File: src/rtl/mcast_replay_fifo.sv
// Replay queue for split multicast headers. Holds the remaining destination
// set (DOC remain), source position and source-destination tag of each split
// header, and re-presents them in strict FIFO order to the input arbiter.
// Headers with an empty remaining set never take an entry.

`ifndef MADDR
`define MADDR 7
`endif
`ifndef MSRC_BW
`define MSRC_BW 3
`endif

// Runtime checks on the queue's invariants; kept apart from the datapath.
module mcast_replay_fifo_chk #(
  parameter int MY_XPOS = 0,
  parameter int MY_YPOS = 0,
  parameter int DEPTH   = 4,
  parameter int PTRW    = 2,
  parameter int DOCW    = 8
) (
  input logic            clk,
  input logic            rst_,
  input logic            pop,
  input logic [PTRW:0]   count,
  input logic            rd_valid,
  input logic [DOCW-1:0] rd_doc
);
  localparam logic [PTRW:0]   DEPTH_C  = (PTRW+1)'(DEPTH);
  localparam logic [PTRW:0]   CNT_ZERO = (PTRW+1)'(0);
  localparam logic [DOCW-1:0] DOC_ZERO = DOCW'(0);

  a_no_pop_empty: assert property (@(posedge clk) disable iff (!rst_)
    pop |-> (count != CNT_ZERO))
    else $error("replay fifo (%0d,%0d): pop while empty", MY_XPOS, MY_YPOS);

  a_count_bound: assert property (@(posedge clk) disable iff (!rst_)
    count <= DEPTH_C)
    else $error("replay fifo (%0d,%0d): count above %0d", MY_XPOS, MY_YPOS, DEPTH);

  a_doc_nonzero: assert property (@(posedge clk) disable iff (!rst_)
    rd_valid |-> (rd_doc != DOC_ZERO))
    else $error("replay fifo (%0d,%0d): valid head with empty DOC", MY_XPOS, MY_YPOS);
endmodule

module mcast_replay_fifo #(
  parameter int MY_XPOS = 0,
  parameter int MY_YPOS = 0,
  parameter int DEPTH   = 4,
  parameter int PTRW    = 2
) (
  input  logic               clk,
  input  logic               rst_,
  input  logic               flush,
  input  logic               wr_en,
  input  logic [`MADDR:0]    wr_doc,
  input  logic [1:0]         wr_src_pos,
  input  logic [`MSRC_BW:0]  wr_src_dst,
  output logic               wr_ready,
  output logic               rd_valid,
  input  logic               rd_ready,
  output logic [`MADDR:0]    rd_doc,
  output logic [1:0]         rd_src_pos,
  output logic [`MSRC_BW:0]  rd_src_dst,
  output logic [PTRW:0]      count,
  output logic               overflow
);
  localparam int DOCW = `MADDR + 1;
  localparam int SRCW = `MSRC_BW + 1;
  localparam int ENTW = DOCW + 2 + SRCW;

  localparam logic [PTRW:0]     DEPTH_C  = (PTRW+1)'(DEPTH);
  localparam logic [PTRW:0]     CNT_ZERO = (PTRW+1)'(0);
  localparam logic [PTRW:0]     CNT_ONE  = (PTRW+1)'(1);
  localparam logic [PTRW-1:0]   PTR_ZERO = PTRW'(0);
  localparam logic [PTRW-1:0]   PTR_ONE  = PTRW'(1);
  localparam logic [DOCW-1:0]   DOC_ZERO = DOCW'(0);

  logic [ENTW-1:0] mem_r [DEPTH];
  logic [PTRW-1:0] wr_ptr_r;
  logic [PTRW-1:0] rd_ptr_r;
  logic [PTRW:0]   count_r;
  logic            overflow_r;

  logic            full_s;
  logic            empty_s;
  logic            doc_live_s;
  logic            push_s;
  logic            pop_s;
  logic            ovf_set_s;
  logic [PTRW:0]   count_nxt_s;
  logic [ENTW-1:0] head_s;
  logic [DOCW-1:0] rd_doc_s;
  logic [1:0]      rd_src_pos_s;
  logic [SRCW-1:0] rd_src_dst_s;

  // Push/pop qualification; a full queue still takes a push when the head leaves that cycle.
  always_comb begin
    full_s     = (count_r == DEPTH_C);
    empty_s    = (count_r == CNT_ZERO);
    doc_live_s = (wr_doc != DOC_ZERO);
    pop_s      = ~empty_s & rd_ready;
    push_s     = wr_en & doc_live_s & (~full_s | pop_s);
    ovf_set_s  = wr_en & doc_live_s & full_s & ~pop_s;
  end

  // Occupancy update: simultaneous push and pop leave the count unchanged.
  always_comb begin
    count_nxt_s = count_r;
    case ({push_s, pop_s})
      2'b10:   count_nxt_s = count_r + CNT_ONE;
      2'b01:   count_nxt_s = count_r - CNT_ONE;
      default: count_nxt_s = count_r;
    endcase
  end

  // Entry storage; contents are don't-care until written, so no reset is needed.
  always_ff @(posedge clk) begin
    if (push_s && !flush) begin
      mem_r[wr_ptr_r] <= {wr_doc, wr_src_pos, wr_src_dst};
    end
  end

  // Pointers, count and sticky overflow; flush overrides any push or pop.
  always_ff @(posedge clk or negedge rst_) begin
    if (!rst_) begin
      wr_ptr_r   <= PTR_ZERO;
      rd_ptr_r   <= PTR_ZERO;
      count_r    <= CNT_ZERO;
      overflow_r <= 1'b0;
    end else if (flush) begin
      wr_ptr_r   <= PTR_ZERO;
      rd_ptr_r   <= PTR_ZERO;
      count_r    <= CNT_ZERO;
      overflow_r <= 1'b0;
    end else begin
      if (push_s) begin
        wr_ptr_r <= wr_ptr_r + PTR_ONE;
      end
      if (pop_s) begin
        rd_ptr_r <= rd_ptr_r + PTR_ONE;
      end
      count_r <= count_nxt_s;
      if (ovf_set_s) begin
        overflow_r <= 1'b1;
      end
    end
  end

  // Head presentation: fields are zeroed whenever the queue is empty.
  always_comb begin
    head_s = mem_r[rd_ptr_r];
    if (empty_s) begin
      rd_doc_s     = DOC_ZERO;
      rd_src_pos_s = 2'b00;
      rd_src_dst_s = SRCW'(0);
    end else begin
      rd_doc_s     = head_s[ENTW-1 -: DOCW];
      rd_src_pos_s = head_s[SRCW +: 2];
      rd_src_dst_s = head_s[SRCW-1:0];
    end
  end

  assign wr_ready   = ~full_s;
  assign rd_valid   = ~empty_s;
  assign rd_doc     = rd_doc_s;
  assign rd_src_pos = rd_src_pos_s;
  assign rd_src_dst = rd_src_dst_s;
  assign count      = count_r;
  assign overflow   = overflow_r;

  mcast_replay_fifo_chk #(
    .MY_XPOS (MY_XPOS),
    .MY_YPOS (MY_YPOS),
    .DEPTH   (DEPTH),
    .PTRW    (PTRW),
    .DOCW    (DOCW)
  ) u_chk (
    .clk      (clk),
    .rst_     (rst_),
    .pop      (pop_s),
    .count    (count_r),
    .rd_valid (rd_valid),
    .rd_doc   (rd_doc_s)
  );
endmodule
File: config.mk
export PLATFORM = sky130hd
export DESIGN_NAME = mcast_replay_fifo
export DESIGN_NICKNAME = d
export VERILOG_FILES = /design/src/rtl/mcast_replay_fifo.sv
export SDC_FILE = /design/constraint.sdc
export NUM_CORES = 1
export LEC_CHECK = 0
export CAP_MARGIN = 5
export CORE_MARGIN = 3
export CORE_UTILIZATION = 40
export CTS_CLUSTER_SIZE = 10
export DETAILED_ROUTE_END_ITERATION = 8
export SKIP_CTS_REPAIR_TIMING = 1
export SLEW_MARGIN = 40
export SYNTH_ARGS = -nofsm -noshare
export SYNTH_HDL_FRONTEND = slang
export SYNTH_SLANG_ARGS = --single-unit
File: constraint.sdc
create_clock -name clk -period 2.6 [get_ports clk]
set_input_delay 0.52 -clock clk [delete_from_list [all_inputs] [get_ports clk]]
set_output_delay 0.52 -clock clk [all_outputs]
set_load 0.02 [all_outputs]
==> results.toml, run 1 <==
[timing]
fmax_mhz = 398
worstMarginPinSlew_ns = 0.429
rsz0062_at_grt = "no"
post-route-min-period_ns = 2.51
clock_skew_ns = 0.00623
report.final.slew_viol_count = 0
hold_violations = 0
timing.final.crit_share = 0.967
setup_viol = 0
max-slew-margin-rel = 0.714
whs_ns = 0.479

[routing]
wl_microns = 5570
wl_per_cell_microns = 18.6
firstDrtPassIters = 4
drtIter0Drc = 78
drcViolationCount = 0
postRouteAntennaNets = 0
vias_per_cell = 5.35
vias = 1606

[clocking]
clk_pin_slew_ns = 0.07
h-tree-depth = 3
cts_buffers = 9
worst_skew_pair.late_latency_ns = 0.32
cts-root-buf = "clkbuf_8"
cts_tree = "yes"
cts_num_sinks = 64
cts_buffer_depth = 2

[layout]
num_antenna_cells = 0
area_growth_pct = 32.6
regArea_sq_um = 1880
final_cell_mix = "edfxtp_1, clkdlybuf4s50_1, nor2b_1, buf_4"
fin_area_sq_um = 3690
nNetsFinal = 243
final_core_util = 0.565
drive_above_1_share = 0.291
layout_commonest_cell = "edfxtp_1"
fillers = 522
multi_input_area_sq_um = 860
final_cells = 300

[pwr]
peakVddDrop_mv = 0.438
p_leak_nw = 1.44
p_per_area_nw_per_um2 = 954

[place]
placed_area_sq_um = 3440
gp_congestion = 0.775
dp.cells = 285
hpwl_microns = 3560
port_buffers = 38

[synth]
ys_ff_latch = 64
syn_area_sq_um = 2780
syn_inst = 159
syn-num-nets = 183
yosysWarningCount = 0
seq_area_frac_synth = 0.676
synth_area_per_cell_sq_um = 17.5
ys_types = 38
synth_edf_count = 56
synth-async-reset-ratio = 0.125
ys.flop_type = "edfxtp_1"

[critical_path]
start_kind = "input port"
arrival_ns = 2.77
crit_fanout = 5
startpoint = "wr_doc[4]"
crit_required_ns = 2.85
r2r-start = "count[1]"
criticalPathCategory = "in -> reg"
end_kind = "flop"

[global_route]
grt.overflow.total = 0
grt_pass1_vias = 1719
grt_pass1_wl_microns = 8880
grt_usage = 0.155
grt_max_degree = 22
antenna_found_initial = 0

[floorplanning]
dieHeight_microns = 89.4
die-area_sq_um = 8000
die_x_microns = 89.4
ioPinCount = 39
rows = 29
coreArea_sq_um = 6530
initial_core_util = 0.426

[job]
max-cap-violations = 0

[worst_hold_path]
hp-class = "in -> async"

[outcome]
status = "complete, no violations"
cells in the mapped netlist (2+ instances only):
cell type	count	area (sq um)
dfrtp_1	8	200
buf_2	4	20.0
nand4_1	2	12.5
xnor2_1	2	17.5
inv_1	4	15.0
or4_4	2	22.5
nor2b_1	15	93.8
nand4b_1	5	43.8
nor3b_1	5	37.5
ha_1	4	50.1
nor4b_1	3	26.3
edfxtp_1	56	1680
clkbuf_1	2	7.51
or3_1	2	12.5
mux4_2	14	315
nand2_1	3	11.3
nor2_1	7	26.3
sequential cells by signal, indices dropped and copies added, names as in the netlist:
register,cells
overflow,1
mem_r,56
wr_ptr_r,2
count,3
rd_ptr_r,2
path summary, 6_finish.rpt:
check                              endpoint  slack, ns  cells after the start
worst max-delay path               count[2]       0.09                      8
worst min-delay path            wr_ptr_r[1]       0.48                      1
worst max register to register     count[2]       0.21                      7
worst min register to register     overflow       0.53                      2
max in group asynchronous       rd_ptr_r[1]       1.83                      1
min in group clk                   overflow       0.53                      2
layer usage:
layer / track usage / vias to the layer above / routed length [microns]
met2: 0.254 / 29 / 2910
met4: 0.0487 / 0 / 47
met3: 0.0479 / 4 / 198
met1: 0.198 / 826 / 2410
li1: - / 747 / -
met5: 0 / - / 0
cells by family after synthesis:
logic type      after synthesis  synth area share
mux                          15             0.117
buf+inv                      13            0.0265
compound gates                7            0.0202
xor+xnor                      3           0.00944
simple gates                 52             0.126
fa+ha+maj                     5            0.0252
flops                        64             0.676
per-stage QoR:
step / setup TNS (ns) / total power, mW / setup slack (ns)
6_report: 0 / 3.52 / 0.0860
5_1_grt: 0 / 3.72 / 0.0140
4_1_cts: -3.02 / 3.60 / -0.240
3_5_place_dp: -1.51 / 2.69 / -0.256
3_3_place_gp: -0.256 / 2.65 / -0.142
2_1_floorplan: 0 / 2.08 / 0.0430
worst max-delay path, cell delays in order:
cell and delay [ns]:
clkdlybuf4s50_1 0.56, or4_4 0.17, o21a_2 0.13, nor2_1 0.05, fa_1 0.37, or4b_2 0.67
a21oi_1 0.15, nand4b_1 0.13
where the power goes:
group	total, mW	internal, mW	switching (mW)
Sequential	1.31	1.20	0.110
Combinational	1.31	0.676	0.637
Clock	0.901	0.531	0.370
final cells by class:
type	count	share of cell area
Clock inverter	6	0.0230
Multi-Input combinational cell	82	0.233
Clock buffer	9	0.0335
Sequential cell	64	0.510
Timing Repair Buffer	58	0.170
Inverter	4	0.00407
Tap cell	77	0.0261
Power figures use the tool's default switching activity.
==> run 2: changes to the inputs <==
--- a/config.mk
+++ b/config.mk
@@ -6,7 +6,6 @@
 export NUM_CORES = 1
 export LEC_CHECK = 0
 export CAP_MARGIN = 5
-export CORE_MARGIN = 3
 export CORE_UTILIZATION = 40
 export CTS_CLUSTER_SIZE = 10
 export DETAILED_ROUTE_END_ITERATION = 8
==> results.toml, run 2 (synthesized netlist as in run 1, its figures left out) <==
[pwr]
p_int_mw = 2.32
switching_share = 0.318
p_seq_frac = 0.368
p_leak_nw = 1.45
p_sw_mw = 1.08
power_frac_clock = 0.228
p_per_area_nw_per_um2 = 920
peakVddDrop_mv = 0.374
comb_power_share = 0.404

[place]
placed_area_sq_um = 3470
gp_congestion = 0.755
port_buffers = 38
dp.cells = 292
hpwl_microns = 3450

[global_route]
grt_usage = 0.158
grt_max_degree = 16
antenna_found_initial = 0
grt.overflow.total = 0
grt_pass1_vias = 1692
grt_pass1_wl_microns = 8380

[floorplanning]
rows = 30
coreArea_sq_um = 6760
ioPinCount = 39
initial_core_util = 0.412
die-area_sq_um = 7300
dieHeight_microns = 85.4
die_x_microns = 85.4

[clocking]
worst_skew_pair.late_latency_ns = 0.33
cts_tree = "yes"
h-tree-depth = 3
cts-root-buf = "clkbuf_8"
cts_num_sinks = 64
clk_pin_slew_ns = 0.07
cts_buffers = 9
cts_buffer_depth = 2

[layout]
top_register = "mem_r"
drive_above_1_share = 0.281
num_antenna_cells = 0
multi_input_area_sq_um = 860
final_core_util = 0.547
layout_commonest_cell = "edfxtp_1"
final_cell_mix = "edfxtp_1, clkdlybuf4s50_1, buf_4, nor2b_1"
largest_reg_flops = 56
reg.largest.list = "mem_r (56), count (3)"
fillers = 538
fin_area_sq_um = 3700
final_cells = 308
area_growth_pct = 32.8
regArea_sq_um = 1880
nNetsFinal = 247

[timing]
report.final.slew_viol_count = 0
post-route-min-period_ns = 2.46
fin_setup_tns_ns = 0
rsz0062_at_grt = "no"
clock_skew_ns = 0.00702
worstMarginPinSlew_ns = 0.401
hold_violations = 0
max-slew-margin-rel = 0.732
fmax_mhz = 406
whs_ns = 0.482
setup_viol = 0
timing.final.crit_share = 0.948

[critical_path]
startpoint = "wr_doc[5]"
crit_required_ns = 2.86
ff2ff_path_depth = 7
r2r-start = "count[2]"
r2r_slack_ns = 0.28
regToRegEndpoint = "count[2]"
slowest_delay_ns = 0.66
path_delay_family = "simple AND/OR/NAND/NOR gates"
crit_fanout = 5
end_kind = "flop"
cp_slowest_cell = "or4b_2"
criticalPathCategory = "in -> reg"
start_kind = "input port"
crit_chain = "clkdlybuf4s50_1, or4_4, o21a_2, nor2_1, fa_1, or4b_2, a21oi_1, nand4b_1"
path_buf_inv = 1
arrival_ns = 2.72

[routing]
vias_per_cell = 5.27
route.met2.wl_microns = 2640
met1Wirelength_microns = 2250
drcViolationCount = 0
vias = 1624
drtIter0Drc = 79
met3WireLength_microns = 165
postRouteAntennaNets = 0
firstDrtPassIters = 4
wl_per_cell_microns = 16.7
highest_layer = "met4"
wl_microns = 5150

[worst_hold_path]
hp-class = "in -> async"

[job]
max-cap-violations = 0

[outcome]
status = "complete, no violations"
==> run 2: cell type report <==
type,instances,share of cell area
inverters,4,0.00406
multi-input cells,82,0.232
flip-flops and latches,64,0.509
repair buffers,62,0.179
well taps,80,0.0271
clock inverters,5,0.0129
clock buffers,11,0.0355
==> run 2: worst max path at each step <==
stage	end	slack, ns	cells past startpoint
2_1_floorplan	count[2]	0.04	8
5_1_grt	count[2]	0.03	8
3_3_place_gp	count[2]	-0.13	8
3_5_place_dp	count[2]	-0.20	8
4_1_cts	rd_doc[6]	-0.05	4
6_report	count[2]	0.14	8
==> run 2: worst reg2reg max path, delay by kind of cell (launching register included) <==
kind                       cells  cell delay (ns)
adders and majority gates      1             0.37
AOI/OAI and AO/OA              1             0.15
and+or+nand+nor                5             1.22
DFF                            1             0.51
==> run 2: metrics by stage <==
stage	power, mW	setup slack (ns)
after floorplan	2.08	0.0430
after detailed placement	2.69	-0.199
after CTS	3.47	-0.0466
after global routing	3.57	0.0337
final	3.40	0.136
after global placement	2.66	-0.133
==> run 2: power groups by stage <==
stage | Clock [mW] | Combinational [mW] | Sequential, mW
final | 0.776 | 1.37 | 1.25
after global routing | 0.834 | 1.48 | 1.26
after CTS | 0.791 | 1.42 | 1.25
after detailed placement | 0 | 1.42 | 1.27
after global placement | 0 | 1.40 | 1.26
after floorplan | 0 | 0.790 | 1.29
==> run 2: per-layer routing <==
metal / track usage / vias to the layer above
li1: - / 758
met1: 0.192 / 827
met2: 0.265 / 31
met3: 0.0331 / 8
met4: 0.0818 / 0
met5: 0 / -
==> run 3: changes to the inputs <==
--- a/config.mk
+++ b/config.mk
@@ -5,6 +5,7 @@
 export SDC_FILE = /design/constraint.sdc
 export NUM_CORES = 1
 export LEC_CHECK = 0
+export ABC_CLOCK_PERIOD_IN_PS = 2600
 export CAP_MARGIN = 5
 export CORE_UTILIZATION = 40
 export CTS_CLUSTER_SIZE = 10
==> results of run 3 <==
No change in the layout: final DEF, timing and power equal those of run 2.
==> edit: new RTL, settings of run 1 <==
Put one more register stage on the output `overflow`, with the module's reset. The value now appears one clock later. The other outputs are not delayed to match.
--- a/src/rtl/mcast_replay_fifo.sv
+++ b/src/rtl/mcast_replay_fifo.sv
@@ -167,5 +167,11 @@
   assign rd_src_dst = rd_src_dst_s;
   assign count      = count_r;
-  assign overflow   = overflow_r;
+  always_ff @(posedge clk or negedge rst_) begin
+    if (!rst_) begin
+      overflow <= '0;
+    end else begin
+      overflow <= overflow_r;
+    end
+  end
 
   mcast_replay_fifo_chk #(
Function: changed (Yosys sat finds a counterexample within 10 cycles, from zero or initial values and one cycle with rst_ low).
==> edit against run 1 <==
  * Routed wire length down 0.23%
  * Synthesized area up 0.90%
  * Global-route usage down 0.74 points
  * Clock skew up 0.00083 ns
  * Sequential cell count up 1
  * Highest routed layer unchanged
  * Total power down 4.8%
  * Critical endpoint is now rd_valid
  * Worst setup slack better by 0.063 ns
  * Design area up 0.44%
==> edit: results (changes against run 1) <==
| Metric | Value |
|---|---|
| Outcome | complete, no violations |
| Worst skew pair latency | 0.33 ns |
| Worst R2R Start | count[1] |
| Synthesized netlist net count | 184 (+0.55%) |
| VDD IR max | 0.393 mV (-10%) |
| R2R Path End | count[2] |
| Post-synth EDFFs | 56 (unchanged) |
| Clock root buffer | clkbuf_8 |
| Gp weighted congestion | 0.845 (+9.0%) |
| Max incr delay on CP | 0.53 ns (-0.14 ns) |
| Top post-synthesis cells by area | edfxtp_1, mux4_2, dfrtp_1 |
| Post-layout net count | 247 (+1.6%) |
| Layout Skew | 0.00706 ns (+0.000832 ns) |
| Hold crit path type | register to register |
| Clock buffer count from CTS | 9 (unchanged) |
| Arrival time worst endpoint | 1.93 ns (-0.84 ns) |
| Placed Instance Area | 3490 um^2 (+1.6%) |
| GRT Total Usage | 14.8% (-0.74 points) |
| Layout cells sized above 1 | 28.9% (-0.20 points) |
| Post-synthesis sequential area ratio | 67.9% (+0.29 points) |
| Port bufs | 38 (unchanged) |
| Biggest regs | mem_r (56), count (3) |
| Largest net degree at the start of global routing | 22 (unchanged) |
| Worst-case clock buffer depth | 2 (unchanged) |
| Worst-Margin Slew | 0.441 ns (+0.0121 ns) |
| Post-synth top cells | edfxtp_1, nor2b_1, mux4_2 |
| WHS Path Cells | 0 |
| 1st-iter DRT viols | 69 (-12%) |
| Yosys warnings | 0 (unchanged) |
| Ant diodes | 0 (unchanged) |
| First-pass GRT wire length | 9140 um (+3.0%) |
| H-tree Lvls | 3 (unchanged) |
| Dpl hpwl | 3590 um (+0.84%) |
| DP Worst Slack | -0.226 ns (+0.0308 ns) |
| Crit path max-delay cell type | clkdlybuf4s50_1 |
| Top delay family on crit path | buffers and inverters |
| Reg clk slew, reported paths | 0.07 ns (about the same) |
| Antenna violations before repair | 0 (unchanged) |
| Vias per cell | 5.14 (-3.9%) |
| Unique masters post-synth | 38 (unchanged) |
| Ys async rst share | 13.8% (+1.3 points) |
| Leak | 1.46 nW (+1.2%) |
| Ys flop type | edfxtp_1 |
| Hold Startpoint | overflow_r |
| R2r worst-path depth | 7 (unchanged) |
| Vias in the first global route | 1839 (+7.0%) |
| WL final | 5560 um (-0.23%) |
| 1st-pass router iterations | 4 (unchanged) |
| Worst-path fanout max | 15 (+10) |
-- edit: cell types whose count changed in the layout (fill, tap and decap cells not counted), sizes merged --
cell and delta:
clkdlybuf4s50 -1, bufinv -2, dlymetal6s2s +1, clkinv +3, dfrtp +1, buf +3
-- edit: where the power goes --
part           internal, mW  switching [mW]
clock network         0.333           0.366
registers              1.21          0.0683
logic                 0.697           0.676
total                  2.24            1.11
-- edit: cell families (layout without fill, tap and decap cells) --
group,after synthesis,in the layout,synth area share [%]
compound gates,7,7,2.00
xor+xnor,3,3,0.936
fa+ha+maj,5,5,2.49
buf+inv,13,81,2.63
flops,65,65,67.9
mux,15,15,11.6
simple gates,52,52,12.5
-- edit: cell type report --
class,count,area (um^2)
Fill cell,503,2860
Clock buffer,9,124
Tap cell,93,116
Inverter,4,15.0
Multi-Input combinational cell,82,860
Clock inverter,7,37.5
Sequential cell,65,1910
Timing Repair Buffer,61,648
-- edit: worst max path at each step --
| stage | cells after the start | start | to | slack, ns |
|---|---|---|---|---|
| global route | 4 | count[1] | rd_valid | 0.02 |
| finish | 4 | count[1] | rd_valid | 0.15 |
| floorplan | 8 | count[0] | count[2] | 0.04 |
| CTS | 3 | rd_ptr_r[1] | rd_doc[6] | -0.22 |
| detailed placement | 8 | wr_doc[5] | count[2] | -0.23 |
| global placement | 8 | wr_doc[5] | count[2] | -0.15 |
-- edit: per-stage QoR --
step | hold slack (ns) | cells
floorplan | 0.224 | 160
global placement | 0.374 | 305
detailed placement | 0.380 | 305
CTS | 0.404 | 321
global route | 0.408 | 321
finish | 0.405 | 321
-- edit: routing by layer --
metal	GRT usage, %	wire (um)
met1	17.5	2290
met2	25.2	2910
met3	3.09	229
met4	8.05	124
met5	0	0
